$ cat src/rtl/muldiv_seq.sv
// Iterative multiply/divide sequencer that owns the architectural HI/LO registers.
// It runs one radix-2 step per cycle and stalls dependent instructions while busy.
module muldiv_seq #(
  parameter int unsigned XLEN  = 32,
  parameter int unsigned CNT_W = 6
) (
  input  logic            clk,
  input  logic            reset,
  input  logic            start,
  input  logic [1:0]      op,
  input  logic [XLEN-1:0] src_a,
  input  logic [XLEN-1:0] src_b,
  input  logic            hilo_rd,
  input  logic            hilo_wr,
  input  logic            hilo_wr_sel,
  input  logic [XLEN-1:0] hilo_wr_data,
  input  logic            flush,
  output logic            busy,
  output logic            stall_req,
  output logic            done,
  output logic            div_zero,
  output logic [XLEN-1:0] hi,
  output logic [XLEN-1:0] lo
);

  typedef enum logic [1:0] {IDLE, RUN, FIX} state_t;

  state_t            state, state_nxt;
  logic [CNT_W-1:0]  cnt;
  logic [XLEN-1:0]   mag_a, mag_b;
  logic [2*XLEN-1:0] acc;
  logic              is_div, sgn_q, sgn_r, dz;

  logic              accept, op_div, op_signed, b_zero, a_neg, b_neg;
  logic [XLEN-1:0]   a_abs, b_abs;
  logic [XLEN:0]     mul_sum, div_part, div_diff;
  logic [2*XLEN-1:0] mul_next, div_next, prod;
  logic [XLEN-1:0]   quo, rem;

  always_comb begin
    op_div    = op[1];
    op_signed = ~op[0];
    b_zero    = (src_b == '0);
    a_neg     = op_signed & src_a[XLEN-1];
    b_neg     = op_signed & src_b[XLEN-1];
    a_abs     = a_neg ? ('0 - src_a) : src_a;
    b_abs     = b_neg ? ('0 - src_b) : src_b;
    accept    = (state == IDLE) & start & ~flush;
  end

  // Multiply: add multiplicand into the upper half, then shift the whole accumulator right.
  // Divide: acc holds {remainder, dividend/quotient}; shift left and try-subtract the divisor.
  always_comb begin
    mul_sum  = {1'b0, acc[2*XLEN-1:XLEN]} + {1'b0, (acc[0] ? mag_a : '0)};
    mul_next = {mul_sum, acc[XLEN-1:1]};
    div_part = acc[2*XLEN-1:XLEN-1];
    div_diff = div_part - {1'b0, mag_b};
    if (!div_diff[XLEN])
      div_next = {div_diff[XLEN-1:0], acc[XLEN-2:0], 1'b1};
    else
      div_next = {div_part[XLEN-1:0], acc[XLEN-2:0], 1'b0};
  end

  always_comb begin
    prod = sgn_q ? ('0 - acc) : acc;
    quo  = sgn_q ? ('0 - acc[XLEN-1:0]) : acc[XLEN-1:0];
    rem  = sgn_r ? ('0 - acc[2*XLEN-1:XLEN]) : acc[2*XLEN-1:XLEN];
  end

  always_ff @(posedge clk or negedge reset) begin
    if (!reset) state <= IDLE;
    else        state <= state_nxt;
  end

  always_comb begin
    state_nxt = state;
    busy      = (state != IDLE);
    stall_req = busy & (start | hilo_rd | hilo_wr);
    done      = (state == FIX) & ~flush;
    div_zero  = done & dz;
    if (flush) begin
      state_nxt = IDLE;
    end else begin
      case (state)
        IDLE: if (start) state_nxt = (op_div && b_zero) ? FIX : RUN;
        RUN:  if (cnt == CNT_W'(XLEN - 1)) state_nxt = FIX;
        FIX:  state_nxt = IDLE;
        default: state_nxt = IDLE;
      endcase
    end
  end

  always_ff @(posedge clk or negedge reset) begin
    if (!reset) begin
      cnt    <= '0;
      mag_a  <= '0;
      mag_b  <= '0;
      acc    <= '0;
      is_div <= 1'b0;
      sgn_q  <= 1'b0;
      sgn_r  <= 1'b0;
      dz     <= 1'b0;
      hi     <= '0;
      lo     <= '0;
    end else begin
      if (accept) begin
        // A divide by zero never runs, so mag_a carries the raw dividend for HI.
        mag_a  <= (op_div && b_zero) ? src_a : a_abs;
        mag_b  <= b_abs;
        is_div <= op_div;
        sgn_q  <= a_neg ^ b_neg;
        sgn_r  <= a_neg;
        dz     <= op_div & b_zero;
        cnt    <= '0;
        acc    <= op_div ? {{XLEN{1'b0}}, a_abs} : {{XLEN{1'b0}}, b_abs};
      end else if (state == RUN && !flush) begin
        cnt <= cnt + 1'b1;
        acc <= is_div ? div_next : mul_next;
      end

      if (state == IDLE && hilo_wr) begin
        if (hilo_wr_sel) hi <= hilo_wr_data;
        else             lo <= hilo_wr_data;
      end else if (done) begin
        if (dz) begin
          hi <= mag_a;
          lo <= '1;
        end else if (is_div) begin
          hi <= rem;
          lo <= quo;
        end else begin
          hi <= prod[2*XLEN-1:XLEN];
          lo <= prod[XLEN-1:0];
        end
      end
    end
  end

endmodule

$ cat config.mk
export PLATFORM = sky130hd
export DESIGN_NAME = muldiv_seq
export DESIGN_NICKNAME = d
export VERILOG_FILES = /design/src/rtl/muldiv_seq.sv
export SDC_FILE = /design/constraint.sdc
export NUM_CORES = 1
export LEC_CHECK = 0
export CAP_MARGIN = 40
export CORE_MARGIN = 2
export CORE_UTILIZATION = 45
export CTS_BUF_LIST = sky130_fd_sc_hd__clkbuf_4 sky130_fd_sc_hd__clkbuf_8 sky130_fd_sc_hd__clkbuf_16
export DETAILED_ROUTE_END_ITERATION = 16
export PLACE_DENSITY = 0.76
export SLEW_MARGIN = 20
export SYNTH_ARGS = -nofsm -noshare
export SYNTH_HDL_FRONTEND = slang
export SYNTH_SLANG_ARGS = --single-unit
$ cat constraint.sdc
create_clock -name clk -period 9.2 [get_ports clk]
set_clock_uncertainty 0.05 [all_clocks]
set_input_delay 0.92 -clock clk [delete_from_list [all_inputs] [get_ports clk]]
set_output_delay 0.92 -clock clk [all_outputs]
set_load 0.005 [all_outputs]
# Yosys cells after proc, flatten, opt, wreduce, memory -nomap -nowiden
# Cells that the tools add are included.
# word_totals
regBits,204
in_bits,105
out_inout_bits,68
wordCells,80
# op_classes
addsub,8
n_eq_ne,7
n_mux,29
n_bitwise,13
reduce_logical,12
# op_table
operator,count
$mux 32,17
$mux 64,5
$sub 1x32->32 const A,4
$sub 1x64->64 const A,1
$add 32x32->33,1
$sub 33x32->33,1
$logic_not 32->1,1
$mux 6,2
$and 1x1->1,8
$mux 2,4
$add 6x1->6 const B,1
$eq 6x5->1 const B,1
$ne 3x3->1 const B,2
$reduce_and 2->1,3
$reduce_bool 2->1,3
$ne 2x2->1 const B,2
$pmux 2 s2,1
$logic_and 1x1->1,3
$eq 2x1->1 const B,1
$eq 2x2->1 const B,1
$logic_not 2->1,1
$not 1->1,2
$or 1x1->1,2
$logic_not 1->1,1
$xor 1x1->1,1

# Longest topological paths before layout
# Gate-level depths: netlist of run 1.
# depth
word_depth,6
depth_mapped,15
mapped_depth_nobuf,13

# Worst setup path before layout of run 1
# No wires, ideal clock.
# synth_timing
path_type,reg2reg
from,register acc[0]
to,register acc[61]
setup_ns,0.144
arrival_ns,3.556
required_ns,9.006
path_slack_ns,5.450
path_stages_with_launch,16
path_buffers,2
synth_period_minus_slack_ns,3.750
cell_sequence,dfrtp_1 > clkbuf_1 > clkbuf_1 > and2_1 > ha_1 > inv_1 > fa_1 > nand2b_1 > a21oi_1 > o221ai_1 > o31ai_1 > a31oi_1 > o31a_1 > a21o_1 > a221oi_1 > o221ai_1
# synth_between
elab_chain_len,5
# synth_rtl
item,line_no,rtl
"start, declared",31,logic [2*XLEN-1:0] acc;
"start signal, assigned",115,"acc <= op_div ? {{XLEN{1'b0}}, a_abs} : {{XLEN{1'b0}}, b_abs};"
"start signal, assigned",118,acc <= is_div ? div_next : mul_next;
$mux 32,54,"mul_sum = {1'b0, acc[2*XLEN-1:XLEN]} + {1'b0, (acc[0] ? mag_a : '0)};"
$add 32x32->33,54,
$mux 64,118,
$mux 64,116,end else if (state == RUN && !flush) begin
$mux 64,106,if (accept) begin
# Every way passes these cells. The select of a mux whose other input is x is not followed.
# A chain may end at the register's enable or synchronous reset.

# Final worst setup path of run 1
# layout_timing
from,input port flush
to,output port div_zero
# layout_between
elab_chain_len,3
# layout_rtl
item,line_no,rtl
"start, declared",17,"input logic flush,"
$not 1->1,79,done = (state == FIX) & ~flush;
$and 1x1->1,79,
$and 1x1->1,80,div_zero = done & dz;
"end, declared",21,"output logic div_zero,"
# Every way passes these cells.

==> results of run 1 <==
## final cells by class
cell class                 count  area, sq um  area share
clock buffer                  35          738      0.0376
clock inverter                 7          103     0.00523
inverter                      67          251      0.0128
multi-input combinational   1706        10800       0.548
sequential                   204         5110       0.260
tap                          468          586      0.0299
timing repair buffer         203         2080       0.106
## through the flow
stage | setup slack, ns | power [uW]
global route | 4.62 | 6610
detailed placement | 4.46 | 5110
floorplan | 5.45 | 3860
global placement | 4.49 | 5030
finish | 4.72 | 6230
CTS | 4.80 | 6160
## final timing paths
| kind | end | slack [ns] | depth (start not counted) |
|---|---|---|---|
| min in group clk | lo[25] | 0.43 | 2 |
| worst min register to register | lo[25] | 0.43 | 2 |
| max in group asynchronous | mag_a[5] | 7.47 | 3 |
| worst max-delay path | div_zero | 4.72 | 6 |
| worst max register to register | acc[32] | 5.03 | 13 |
| worst min-delay path | lo[16] | 0.26 | 1 |
## sequential cells by signal (all words and copies together), names as in the netlist, 2 cells and up
name / cells
mag_a: 32
lo: 32
cnt: 6
mag_b: 32
state: 2
acc: 64
hi: 32
## logic make-up (layout without fill, tap and decap cells)
kind of cell / after synthesis / count (layout) / synth area share
AOI/OAI and AO/OA: 690 / 690 / 0.257
xor gates and xnor gates: 191 / 191 / 0.101
adders and majority gates: 71 / 71 / 0.0545
buffers and inverters: 197 / 312 / 0.0455
DFF: 204 / 204 / 0.308
muxes: 64 / 64 / 0.0390
and+or+nand+nor: 690 / 690 / 0.195
## power groups by stage
stage / clock, uW / combinational [uW] / sequential [uW]
6_report: 1030 / 3480 / 1720
5_1_grt: 1070 / 3790 / 1750
4_1_cts: 1040 / 3420 / 1700
3_5_place_dp: 0 / 3400 / 1710
3_3_place_gp: 0 / 3320 / 1710
2_1_floorplan: 0 / 2380 / 1480
## Yosys cell counts (14+ instances only)
library cell / instances / share of area
o21ai_0: 239 / 0.072
mux2i_1: 59 / 0.036
nand2_1: 250 / 0.057
and2_1: 35 / 0.013
xor2_1: 70 / 0.037
nand3_1: 33 / 0.010
or3_1: 18 / 0.0068
dfrtp_1: 204 / 0.31
nor3_1: 37 / 0.011
o22ai_1: 29 / 0.011
buf_1: 14 / 0.0032
a21oi_1: 162 / 0.049
nand4_1: 16 / 0.0060
and3_1: 28 / 0.011
clkbuf_1: 109 / 0.025
a221oi_1: 19 / 0.010
a21o_1: 24 / 0.011
o31ai_1: 26 / 0.012
a31oi_1: 31 / 0.012
nand2b_1: 17 / 0.0064
o211ai_1: 20 / 0.0091
xnor2_1: 121 / 0.064
nor4_1: 18 / 0.0068
inv_1: 66 / 0.015
ha_1: 69 / 0.052
nor2_1: 188 / 0.043
a211oi_1: 20 / 0.0091
## per-layer routing
| layer | up-vias | share of wire |
|---|---|---|
| met1 | 8095 | 0.43 |
| met2 | 816 | 0.44 |
| met4 | 0 | 0.034 |
| met5 | - | 0 |
| li1 | 7789 | - |
| met3 | 118 | 0.095 |
==> metrics.yaml, run 1 <==
clock_tree:
  holdBufCountCts: 0
  cts_buffer_depth: 3
  clk_latency_ns: 0.55
  cts_tree: "done"
  cts_sinks: 204
  cts.repair.resized: 0
  cts_buffers: 25
  cts-root-buf: "clkbuf_16"
  post_cts_buffers: 0
  clk_pin_slew_worst_paths_ns: 0.06
  htree_levels: 1
status:
  status: "completed"
synthesis:
  synthDistinctLibCells: 88
  synth.yosys.seq_area_share: 0.308
  ys_async_sr_fraction: 1.00
  syn_area_sq_um: 16600
  syn-instance-count: 2107
  ys_ff_latch: 204
  synth_edf_count: 0
  synth_ff_type: "dfrtp_1"
  synth_fp_nets: 2283
  syn_avg_cell_area_sq_um: 7.87
  synth-warning-count: 0
critical_path:
  cpPeakStageDelay_ns: 0.63
  critical_path_arrival_ns: 3.51
  cpLargestDelayFamily: "buffers and inverters"
  critPathLaunchType: "input port"
  cpMaxStageDelayCell: "clkdlybuf4s50_1"
  critPathKind: "in -> out"
  crit_start: "flush"
  worst-path-buf-inv: 4
  cp_data_required_time_ns: 8.23
  r2r-start: "acc[31]"
  critPathMaxFanout: 20
  crit_top_cell: "clkdlybuf4s50_1"
  path_cells: "clkdlybuf4s50_1, or3b_2, inv_2, nand2_1, inv_1, clkdlybuf4s50_1"
  critPathCaptureType: "output port"
grt:
  overflow: 0
  grt_max_degree: 97
  top_usage_layer: "met2"
  grt_use_total: 0.312
  met3_usage: 0.0507
  met1_usage: 0.443
  use_met2: 0.490
  antenna_found_initial: 3
  grt_pass1_vias: 15600
  grt_pass1_wl_microns: 92700
pwr:
  ir_worst_vdd_mv: 0.164
  seqPwrFrac: 0.276
  power.switching_uw: 2900
  power.leakage_uw: 0.00819
  clockPowerShare: 0.165
  p_sw_frac: 0.465
  internal-power_uw: 3340
  p_comb_frac: 0.559
  cellPowerDensity_nw_per_um2: 318
timing:
  fmax_mhz: 223
  rsz0062_at_grt: "no"
  setup_viol: 0
  hold_violations: 0
  final.min_clock_period_ns: 4.48
  relSlewSlack: 0.397
  final.period_utilization: 0.487
  worst_slew_pin_slew_ns: 0.903
  slew_violations: 0
  fin_setup_tns_ns: 0
  whs_ns: 0.255
drt:
  dr.pass1.iters: 8
  vias_per_cell: 6.25
  drc: 0
  vias: 16800
  routed_wl_microns: 61200
  ant_nets: 0
  drtIter0Drc: 1942
  wl_per_cell_microns: 22.8
placement:
  place_area_sq_um: 18700
  gp_congestion: 0.990
  port_buffers: 172
  post-place-cells: 2643
  hpwl_microns: 47800
final_layout:
  drive_gt1_frac: 0.0527
  final_common_cell: "nand2_1"
  antenna_cells: 0
  syn2layout_area_growth_pct: 18.2
  fin_util: 0.538
  layout_common_cells: "nand2_1, o21ai_0, dfrtp_1"
  fillCellCount: 3399
  design_area_sq_um: 19600
  final_cells: 2690
  nNetsFinal: 2383
floorplanning:
  dieWidth_microns: 196
  placement_rows: 70
  io_pins: 173
  core_region_area_sq_um: 36400
  die_h_microns: 196
  start_util: 0.455
  dieArea_sq_um: 38400
job:
  maxCapViolCount: 0
min_path:
  hold_class: "in -> async"
No activity file was read; power rests on OpenSTA's default activity.
==> run 2, diff against run 1 <==
Settings changed: PLACE_DENSITY 0.76 to 0.78.
Clock period 9.2 ns to 3.8 ns, I/O delays scaled along.
==> run 2 against run 1 <==
Compared with the run above: clock power grew 140%; global-route usage grew 1.3 points; register-to-register slack lost 4.8 ns; utilization grew 0.92 points; highest routed layer unchanged.
==> metrics.yaml, run 2 (same netlist as run 1, synthesis figures left out) <==
final_layout:
  largest_reg_flops: 64
  syn2layout_area_growth_pct: 20.2
  final_common_cell: "nand2_1"
  multi_input_area_sq_um: 10800
  regArea_sq_um: 5110
  antenna_cells: 0
  drive_gt1_frac: 0.0747
  nNetsFinal: 2434
  fillCellCount: 3384
  top_register: "acc"
  layout_common_cells: "nand2_1, o21ai_0, dfrtp_1"
floorplanning:
  start_util: 0.455
  placement_rows: 70
  core_region_area_sq_um: 36400
  dieArea_sq_um: 38400
  die_h_microns: 196
  io_pins: 173
  dieWidth_microns: 196
critical_path:
  critPathMaxFanout: 18
  cpMaxStageDelayCell: "a2111oi_1"
  critPathKind: "reg -> reg"
  path_cells: "buf_4, nand2_1, inv_1, ha_1, a211oi_1, o21ai_0, a2111oi_1, nor3b_1, a31o_2, a21oi_1, a21oi_1, mux2_2, a221oi_1"
  crit_top_cell: "a21oi_1"
  cpPeakStageDelay_ns: 0.55
  cp_data_required_time_ns: 4.17
  critical_path_arrival_ns: 3.95
  critPathLaunchType: "flip-flop"
  critPathCaptureType: "flip-flop"
timing:
  slew_violations: 0
  hold_violations: 0
  fin_setup_tns_ns: 0
  worst_slew_pin_slew_ns: 0.854
  relSlewSlack: 0.428
  rsz0062_at_grt: "no"
  fmax_mhz: 280
  setup_viol: 0
  final.min_clock_period_ns: 3.57
  final.period_utilization: 0.940
pwr:
  internal-power_uw: 8310
  power.leakage_uw: 0.00841
  p_sw_frac: 0.464
  clockPowerShare: 0.160
  seqPwrFrac: 0.254
  cellPowerDensity_nw_per_um2: 778
  fin_total_pwr_uw: 15500
  ir_worst_vdd_mv: 0.393
  power.switching_uw: 7190
  p_comb_frac: 0.586
grt:
  top_usage_layer: "met2"
  grt_pass1_wl_microns: 96500
  antenna_found_initial: 0
  grt_use_total: 0.325
  use_met2: 0.508
  grt_pass1_vias: 16400
  overflow: 0
  met1_usage: 0.440
  grt_max_degree: 108
  met3_usage: 0.0729
drt:
  ant_nets: 0
  wl_per_cell_microns: 23.1
  dr.pass1.iters: 6
  routed_wl_microns: 63200
  drtIter0Drc: 1730
  vias_per_cell: 6.27
  drc: 0
  vias: 17200
status:
  status: "completed"
min_path:
  hold_class: "in -> reg"
clock_tree:
  cts_tree: "done"
  cts_sinks: 204
  cts-root-buf: "clkbuf_16"
  htree_levels: 1
  cts_buffers: 24
  clk_pin_slew_worst_paths_ns: 0.06
  clk_latency_ns: 0.56
  cts_buffer_depth: 3
  post_cts_buffers: 0
placement:
  hpwl_microns: 49900
  gp_congestion: 0.968
  port_buffers: 172
job:
  maxCapViolCount: 0
[run 2: area by class of cell]
| type | instances | area share |
|---|---|---|
| clock inverter | 8 | 0.00621 |
| sequential | 204 | 0.256 |
| multi-input combinational | 1706 | 0.539 |
| timing repair buffer | 255 | 0.120 |
| inverter | 67 | 0.0126 |
| clock buffer | 35 | 0.0368 |
| tap | 468 | 0.0294 |
[run 2: per-layer routing]
layer	share of wire	wire, microns
met2	0.44	28100
met5	0	0
met4	0.042	2680
met1	0.42	26300
met3	0.098	6200
[run 2: power by group through the flow]
stage	combinational (uW)	clock, uW	sequential [uW]
floorplan	5770	0	3570
finish	9090	2480	3940
detailed placement	8860	0	3920
global placement	8690	0	3890
CTS	8920	2500	3890
global route	9860	2600	4000
[run 2: timing repair]
item	4_1_cts	5_1_grt
hold buffers	1	0
endpoints found under the setup margin	0	2
resized for setup	0	4
hold endpoints to repair	88	0
[run 2: worst max-delay path: cells and delay by family, from the launching register on]
| family | cells | cell delay, ns |
|---|---|---|
| AOI/OAI and AO/OA | 7 | 1.87 |
| DFF | 1 | 0.37 |
| and+or+nand+nor | 2 | 0.32 |
| adders and majority gates | 1 | 0.29 |
| muxes | 1 | 0.28 |
| buffers and inverters | 2 | 0.27 |
[run 2: final timing paths]
check / to / slack (ns) / depth (start not counted) / from
setup / recovery: acc[62] / 0.23 / 13 / acc[0]
hold / removal: is_div / 0.40 / 3 / op[1]
setup reg to reg: acc[62] / 0.23 / 13 / acc[0]
hold reg to reg: lo[22] / 0.43 / 2 / lo[22]
max in group asynchronous: acc[38] / 2.31 / 3 / reset
min in group asynchronous: lo[18] / 0.45 / 2 / reset
[run 2: metrics by stage]
step           hold WS (ns)  area (sq um)  worst slack, ns   util  std cells
6_report              0.401         19900            0.229  0.547       2743
5_1_grt               0.442         19900           0.0204  0.547       2743
4_1_cts               0.364         19900            0.179  0.547       2742
3_5_place_dp          0.422         19100            0.162  0.523       2698
3_3_place_gp          0.415         19100            0.187  0.523       2698
2_1_floorplan        0.0344         16600           0.0499      -       2107
